### config.mk
export PLATFORM = sky130hd
export DESIGN_NAME = shift_tx_flat
export DESIGN_NICKNAME = d
export VERILOG_FILES = /design/src/rtl/shift_if.sv /design/src/rtl/shift_tx.sv /design/src/flat_wrapper.sv
export SDC_FILE = /design/constraint.sdc
export NUM_CORES = 1
export LEC_CHECK = 0
export BUFFER_PORTS_ARGS = -buffer_cell sky130_fd_sc_hd__buf_4
export CAP_MARGIN = 20
export CORE_AREA = 2 2 39 41
export CTS_CLUSTER_SIZE = 8
export DETAILED_ROUTE_END_ITERATION = 6
export DIE_AREA = 0 0 41 43
export GPL_TIMING_DRIVEN = 0
export SETUP_SLACK_MARGIN = 0.2
export SYNTH_ARGS = -nofsm -noshare
export SYNTH_HDL_FRONTEND = slang
export SYNTH_SLANG_ARGS = --single-unit
### constraint.sdc
create_clock -name clk -period 2.2 [get_ports clk]
set_input_delay 0.22 -clock clk [delete_from_list [all_inputs] [get_ports clk]]
set_output_delay 0.22 -clock clk [all_outputs]
set_load 0.01 [all_outputs]
### src/rtl/shift_if.sv
// shift_if: word handshake and serial link signals of the shift transmitter
interface shift_if #(parameter int WIDTH = 4);
    logic [WIDTH-1:0] data_in;
    logic             load_valid;
    logic             load_ready;
    logic             serial_out;
    logic             shift_en;
    logic             busy;
    logic             done;
    modport master (output data_in, load_valid, input load_ready, serial_out, shift_en, busy, done);
    modport slave  (input data_in, load_valid, output load_ready, serial_out, shift_en, busy, done);
endinterface

### src/rtl/shift_tx.sv
// shift_tx: parallel-in serial-out LSB-first transmitter with per-bit shift strobe
module shift_tx #(
    parameter int WIDTH      = 4,
    parameter int BIT_CYCLES = 1
) (
    input logic   clk,
    input logic   rst_n,
    shift_if.slave bus
);
    localparam int BW = $clog2(WIDTH + 1);
    localparam int CW = $clog2(BIT_CYCLES + 1);
    localparam logic [1:0] IDLE = 2'd0;
    localparam logic [1:0] SEND = 2'd1;
    localparam logic [1:0] DONE = 2'd2;
    logic [1:0]       state;
    logic [WIDTH-1:0] sr;
    logic [BW-1:0]    bit_cnt;
    logic [CW-1:0]    cyc_cnt;
    logic             last_cyc;
    logic             last_bit;
    logic             single;
    always_comb begin
        last_cyc = cyc_cnt == CW'(BIT_CYCLES - 1);
        last_bit = bit_cnt == BW'(WIDTH - 1);
        single   = BIT_CYCLES == 1;
    end
    // outputs are registered: each is set for the cycle the state is entering
    always_ff @(posedge clk) begin
        if (!rst_n) begin
            state          <= IDLE;
            sr             <= '0;
            bit_cnt        <= '0;
            cyc_cnt        <= '0;
            bus.load_ready <= 1'b1;
            bus.serial_out <= 1'b0;
            bus.shift_en   <= 1'b0;
            bus.busy       <= 1'b0;
            bus.done       <= 1'b0;
        end else begin
            case (state)
                IDLE: if (bus.load_valid) begin
                    state          <= SEND;
                    sr             <= bus.data_in;
                    bit_cnt        <= '0;
                    cyc_cnt        <= '0;
                    bus.load_ready <= 1'b0;
                    bus.busy       <= 1'b1;
                    bus.serial_out <= bus.data_in[0];
                    bus.shift_en   <= single;
                end
                SEND: if (last_cyc) begin
                    sr      <= sr >> 1;
                    bit_cnt <= bit_cnt + BW'(1);
                    cyc_cnt <= '0;
                    if (last_bit) begin
                        state          <= DONE;
                        bus.done       <= 1'b1;
                        bus.serial_out <= 1'b0;
                        bus.shift_en   <= 1'b0;
                    end else begin
                        bus.serial_out <= sr[1];
                        bus.shift_en   <= single;
                    end
                end else begin
                    cyc_cnt      <= cyc_cnt + CW'(1);
                    bus.shift_en <= cyc_cnt + CW'(1) == CW'(BIT_CYCLES - 1);
                end
                DONE: begin
                    state          <= IDLE;
                    bus.done       <= 1'b0;
                    bus.busy       <= 1'b0;
                    bus.load_ready <= 1'b1;
                end
                default: begin
                    state          <= IDLE;
                    bus.load_ready <= 1'b1;
                    bus.serial_out <= 1'b0;
                    bus.shift_en   <= 1'b0;
                    bus.busy       <= 1'b0;
                    bus.done       <= 1'b0;
                end
            endcase
        end
    end
endmodule

### src/flat_wrapper.sv
// flat-port wrapper written by rule: the top's interface ports become plain ports
module shift_tx_flat 
#(
    parameter int WIDTH      = 4,
    parameter int BIT_CYCLES = 1
)
  (clk, rst_n, bus_data_in, bus_load_valid, bus_load_ready, bus_serial_out, bus_shift_en, bus_busy, bus_done);
  shift_if #(.WIDTH(WIDTH)) bus_i ();
  input logic clk;
  input logic rst_n;
  input wire logic [$bits(bus_i.data_in)-1:0] bus_data_in;
  input wire logic [$bits(bus_i.load_valid)-1:0] bus_load_valid;
  output wire logic [$bits(bus_i.load_ready)-1:0] bus_load_ready;
  output wire logic [$bits(bus_i.serial_out)-1:0] bus_serial_out;
  output wire logic [$bits(bus_i.shift_en)-1:0] bus_shift_en;
  output wire logic [$bits(bus_i.busy)-1:0] bus_busy;
  output wire logic [$bits(bus_i.done)-1:0] bus_done;
  assign bus_i.data_in = bus_data_in;
  assign bus_i.load_valid = bus_load_valid;
  assign bus_load_ready = bus_i.load_ready;
  assign bus_serial_out = bus_i.serial_out;
  assign bus_shift_en = bus_i.shift_en;
  assign bus_busy = bus_i.busy;
  assign bus_done = bus_i.done;
  shift_tx #(.WIDTH(WIDTH), .BIT_CYCLES(BIT_CYCLES)) u_core (.clk(clk), .rst_n(rst_n), .bus(bus_i));
endmodule
* Yosys cells after proc, flatten, opt, wreduce, memory -nomap -nowiden
Index checks and enable logic that the tools add are counted.
** Storage, ports and cells
- Register bits :: 15
- Input bits :: 7
- Output and inout bits :: 5
- Logic and storage cells :: 56
** Cells by class
- Add/sub/neg operators :: 2
- Equality and inequality tests :: 6
- Muxes and demuxes :: 26
- Bitwise gates (word level) :: 4
- Reduce and logical (&&, ||, !) cells :: 9
** Operators by type and width (number)
- $reduce_and 3->1 :: 4
- $mux 1 :: 10
- $mux 4 :: 2
- $pmux 1 s2 :: 4
- $pmux 4 s2 :: 1
- $mux 2 :: 3
- $mux 3 :: 2
- $pmux 1 s3 :: 2
- $pmux 3 s2 :: 1
- $reduce_and 2->1 :: 3
- $ne 2x2->1 const B :: 2
- $not 1->1 :: 4
- $pmux 2 s2 :: 1
- $add 3x1->3 const B :: 1
- $eq 3x2->1 const B :: 1
- $eq 2x1->1 const B :: 1
- $eq 2x2->1 const B :: 1
- $logic_not 2->1 :: 1
- $ne 2x1->1 const B :: 1
- $reduce_bool 2->1 :: 1
- $add 1x1->1 const B :: 1

* Logic depth before layout (Yosys ltp)
- Depth in word-level cells :: 4
- Gate-level depth with buffers :: 5
- Mapped depth without buffers :: 5

* Worst setup path before layout
No wires, ideal clock.
- Path type :: register to register
- Start point :: register u_core.bit_cnt[0]
- End point :: register u_core.bus.serial_out
- Setup time :: 76 ps
- Arrival time :: 1122 ps
- Required time :: 2124 ps
- Slack :: 1002 ps
- Stages on the path, launching flop included :: 6
- Buffers on the path :: 0
- Period minus slack after synthesis :: 1198 ps
- Cell sequence :: dfxtp_1 -> ha_1 -> ha_1 -> nor4bb_1 -> a31oi_1 -> a21boi_0
** Between the ends
- Longest elaborated chain between the ends :: 4
** Ends and longest elaborated chain
- from (decl) :: RTL line shift_tx.sv:17 : logic [BW-1:0] bit_cnt;
- from (signal assigned) :: RTL line shift_tx.sv:53 : bit_cnt <= bit_cnt + BW'(1);
- $eq 3x2->1 :: RTL line shift_tx.sv:24 : last_bit = bit_cnt == BW'(WIDTH - 1);
- $mux 1 :: RTL line shift_tx.sv:55 : if (last_bit) begin
- $mux 1 :: RTL line shift_tx.sv:51 : SEND: if (last_cyc) begin
- $pmux 1 s3 :: RTL line shift_tx.sv:40 : case (state)
- to (signal assigned) :: RTL line shift_tx.sv:48 : bus.serial_out <= bus.data_in[0];
- to (signal assigned) :: RTL line shift_tx.sv:61 : bus.serial_out <= sr[1];
- to (decl) :: RTL line shift_if.sv:11 : modport slave (input data_in, load_valid, output load_ready, serial_out, shift_en, busy, done);
Every way passes these cells. The select of a mux whose other input is x is not followed.
A chain may end at the register's enable or synchronous reset.

* Worst setup path in the final report
Ends and elaborated chain as after synthesis.

==> results by group <==
Synthesis
  – Avg Cell Area, Syn: between 9 and 10 µm²
  – Mapped Cells: between 50 and 60
  – Seq/Total Area, Yosys: between 40% and 50%
  – Mapped Area: around 560 µm²
  – Post-synth net total: about 70
  – Number of flops mapped to enable cells by yosys: 0
  – Yosys warning count: 0
  – Most common flop cell mapped by yosys: dfxtp_1
  – Count of cell types in the netlist: 25
  – #FFs+latches synth: 13
  – Ys async rst share: 0%

Hold path
  – Hold Path Stages: 3
  – Worst Hold Launch: bus_data_in[3]
  – Min-Delay Path Class: input pin to flop
  – Hold endpoint: u_core.sr[3]

Setup path
  – Worst EP required: 2400 ps
  – FF-to-FF End: u_core.bus.serial_out
  – R2R Path Start: u_core.bit_cnt[0]
  – R2r setup slk: 850 ps
  – Largest fanout on the critical path: 4
  – Startpoint types: flop
  – WS Path Type: flop to flop
  – Worst reg2reg path depth: 5
  – CP arrival: 1550 ps
  – Crit. End Element: flop

Routing
  – Drt wl/cell: around 11 µm
  – DRT Wirelength: approximately 980 µm
  – DRT iter0 DRCs: 6
  – Vias/cell: about 5
  – First drt pass iteration count: 4
  – Antenna Nets Post-Route: 0
  – # DRC: 0
  – DR vias: 434

Cells and area
  – # nets final: 83
  – Synth-to-layout area growth: 21.9%
  – Commonest non-fill, non-tap cell in the layout: dfxtp_1
  – Post-route core utilization: between 40% and 50%
  – Share of layout cells above drive strength 1: between 20% and 30%
  – Diode count: 0
  – Commonest cells after routing, fill and taps aside: dfxtp_1, buf_4, nor2b_1, a21oi_1, nor2_1

Global route
  – Initial antenna violation count: 0
  – GRT Resource Usage Total: about an eighth
  – First-pass GRT wire length: between 1 and 1.5 mm
  – Vias in the first global route: 354
  – GRT overflow: 0
  – Largest net degree at the start of global routing: 11

Timing
  – WHS: 282 ps
  – Final Cycle Share: 61.3%
  – Clock skew: around 13 ps
  – Final hold vios: 0
  – Count of final setup violators: 0
  – Final min period: between 1000 and 1500 ps
  – RSZ-0062 raised after global routing: no
  – Worst setup margin: approximately 850 ps
  – Post-route setup TNS: 0 ps
  – Fmax: around 740 MHz
  – Worst-Margin Slew: 384 ps
  – Max-slew violations: 0
  – Slew headroom: between 70% and 80%

Power
  – Leakage power: around 0.30 nW
  – Design Power: between 0.4 and 0.5 mW
  – P per Cell Area: between 600 and 700 nW/µm²
  – Worst VDD drop: ~0.0004 V

Clocking
  – Clock transition at the registers of the reported paths: roughly 90 ps
  – H-tree levels: 1
  – Post-CTS Setup Bufs: 0
  – Total clock buffers created by CTS: 3
  – CTS tree: yes
  – CTS Buffer Depth: 2
  – Worst skew pair latency: between 200 and 300 ps
  – Clock sinks: 13
  – # hold bufs at CTS: 0
  – Root Driver: clkbuf_4
  – Post-cts resize count: 0

Placement
  – Port buffer count: 10
  – Worst slack at placement: approximately 860 ps
  – Final GP Congestion: a little over 0.7
  – Post-DP HPWL: between 600 and 700 µm

Floorplan
  – Chip height: between 40 and 50 µm
  – Initial Util: 40.5%
  – Num rows: 14
  – Core area: between 1000 and 1500 µm²
  – Die W: between 40 and 50 µm
  – Die area: approximately 1800 µm²
  – # IOs: 12

Run
  – Max cap viols: 0

Outcome
  – Status: finished, final reports clean
[layer usage]
metal	wire, µm	global-route usage [%]
met4	39	12.0
met2	391	16.6
met5	0	0
met1	501	16.1
met3	51	4.71
[kinds of logic after synthesis]
group	share of synthesized area [%]
AND/OR/NAND/NOR	20.3
AO/OA/AOI/OAI	21.4
flip-flops	46.4
buffers and inverters	5.58
adder cells (fa/ha/maj)	4.46
multiplexers	1.79
[where the power goes]
part           total (mW)  switching (mW)  internal [mW]
sequential          0.258         0.00793          0.250
combinational      0.0686          0.0308         0.0378
clock               0.150          0.0825         0.0675
[synth_stat cells, types with 2 or more instances]
master | n | area share [%]
dfxtp_1 | 13 | 46
o221a_2 | 2 | 4.0
ha_1 | 2 | 4.5
nor2b_1 | 6 | 6.7
a22oi_1 | 2 | 2.7
nand2b_1 | 4 | 4.5
inv_1 | 4 | 2.7
nor2_1 | 5 | 3.3
a21oi_1 | 5 | 4.5
[area by class of cell]
type	instances	area [µm²]
plain buffers	3	16.3
clock buffers	3	22.5
clock inverters	1	5.00
fillers	129	701
inverters	4	15.0
multi-input cells	39	269
flip-flops and latches	13	260
well taps	16	20.0
repair buffers	10	75.1
[worst max-delay path: stages (launching register included)]
cell,delay [ps]
dfxtp_1,330
ha_1,200
ha_1,240
nor4bb_1,290
a31oi_1,70
a21boi_0,150
[state kept, by name (all words and copies together), names as in the netlist]
name,flops
u_core.bit_cnt,3
u_core.bus.shift_en,1
u_core.bus.busy,1
u_core.sr,3
u_core.bus.done,1
u_core.bus.serial_out,1
u_core.state,2
u_core.bus.load_ready,1
[metrics by stage]
step                      instance area (µm²)  cells
final                                     683     89
after global routing                      683     89
after CTS                                 683     89
after detailed placement                  656     85
after global placement                    656     85
after floorplan                           561     59
[worst max-delay path by stage]
| stage | to | slack (ps) | from |
|---|---|---|---|
| floorplan | u_core.bus.serial_out | 1000 | u_core.bit_cnt[0] |
| global placement | u_core.bus.serial_out | 880 | u_core.bit_cnt[0] |
| detailed placement | u_core.bus.serial_out | 860 | u_core.bit_cnt[0] |
| CTS | u_core.bus.serial_out | 840 | u_core.bit_cnt[0] |
| global route | u_core.bus.serial_out | 730 | u_core.bit_cnt[0] |
| finish | u_core.bus.serial_out | 850 | u_core.bit_cnt[0] |
Note: power is estimated with default switching activity, not from simulation.
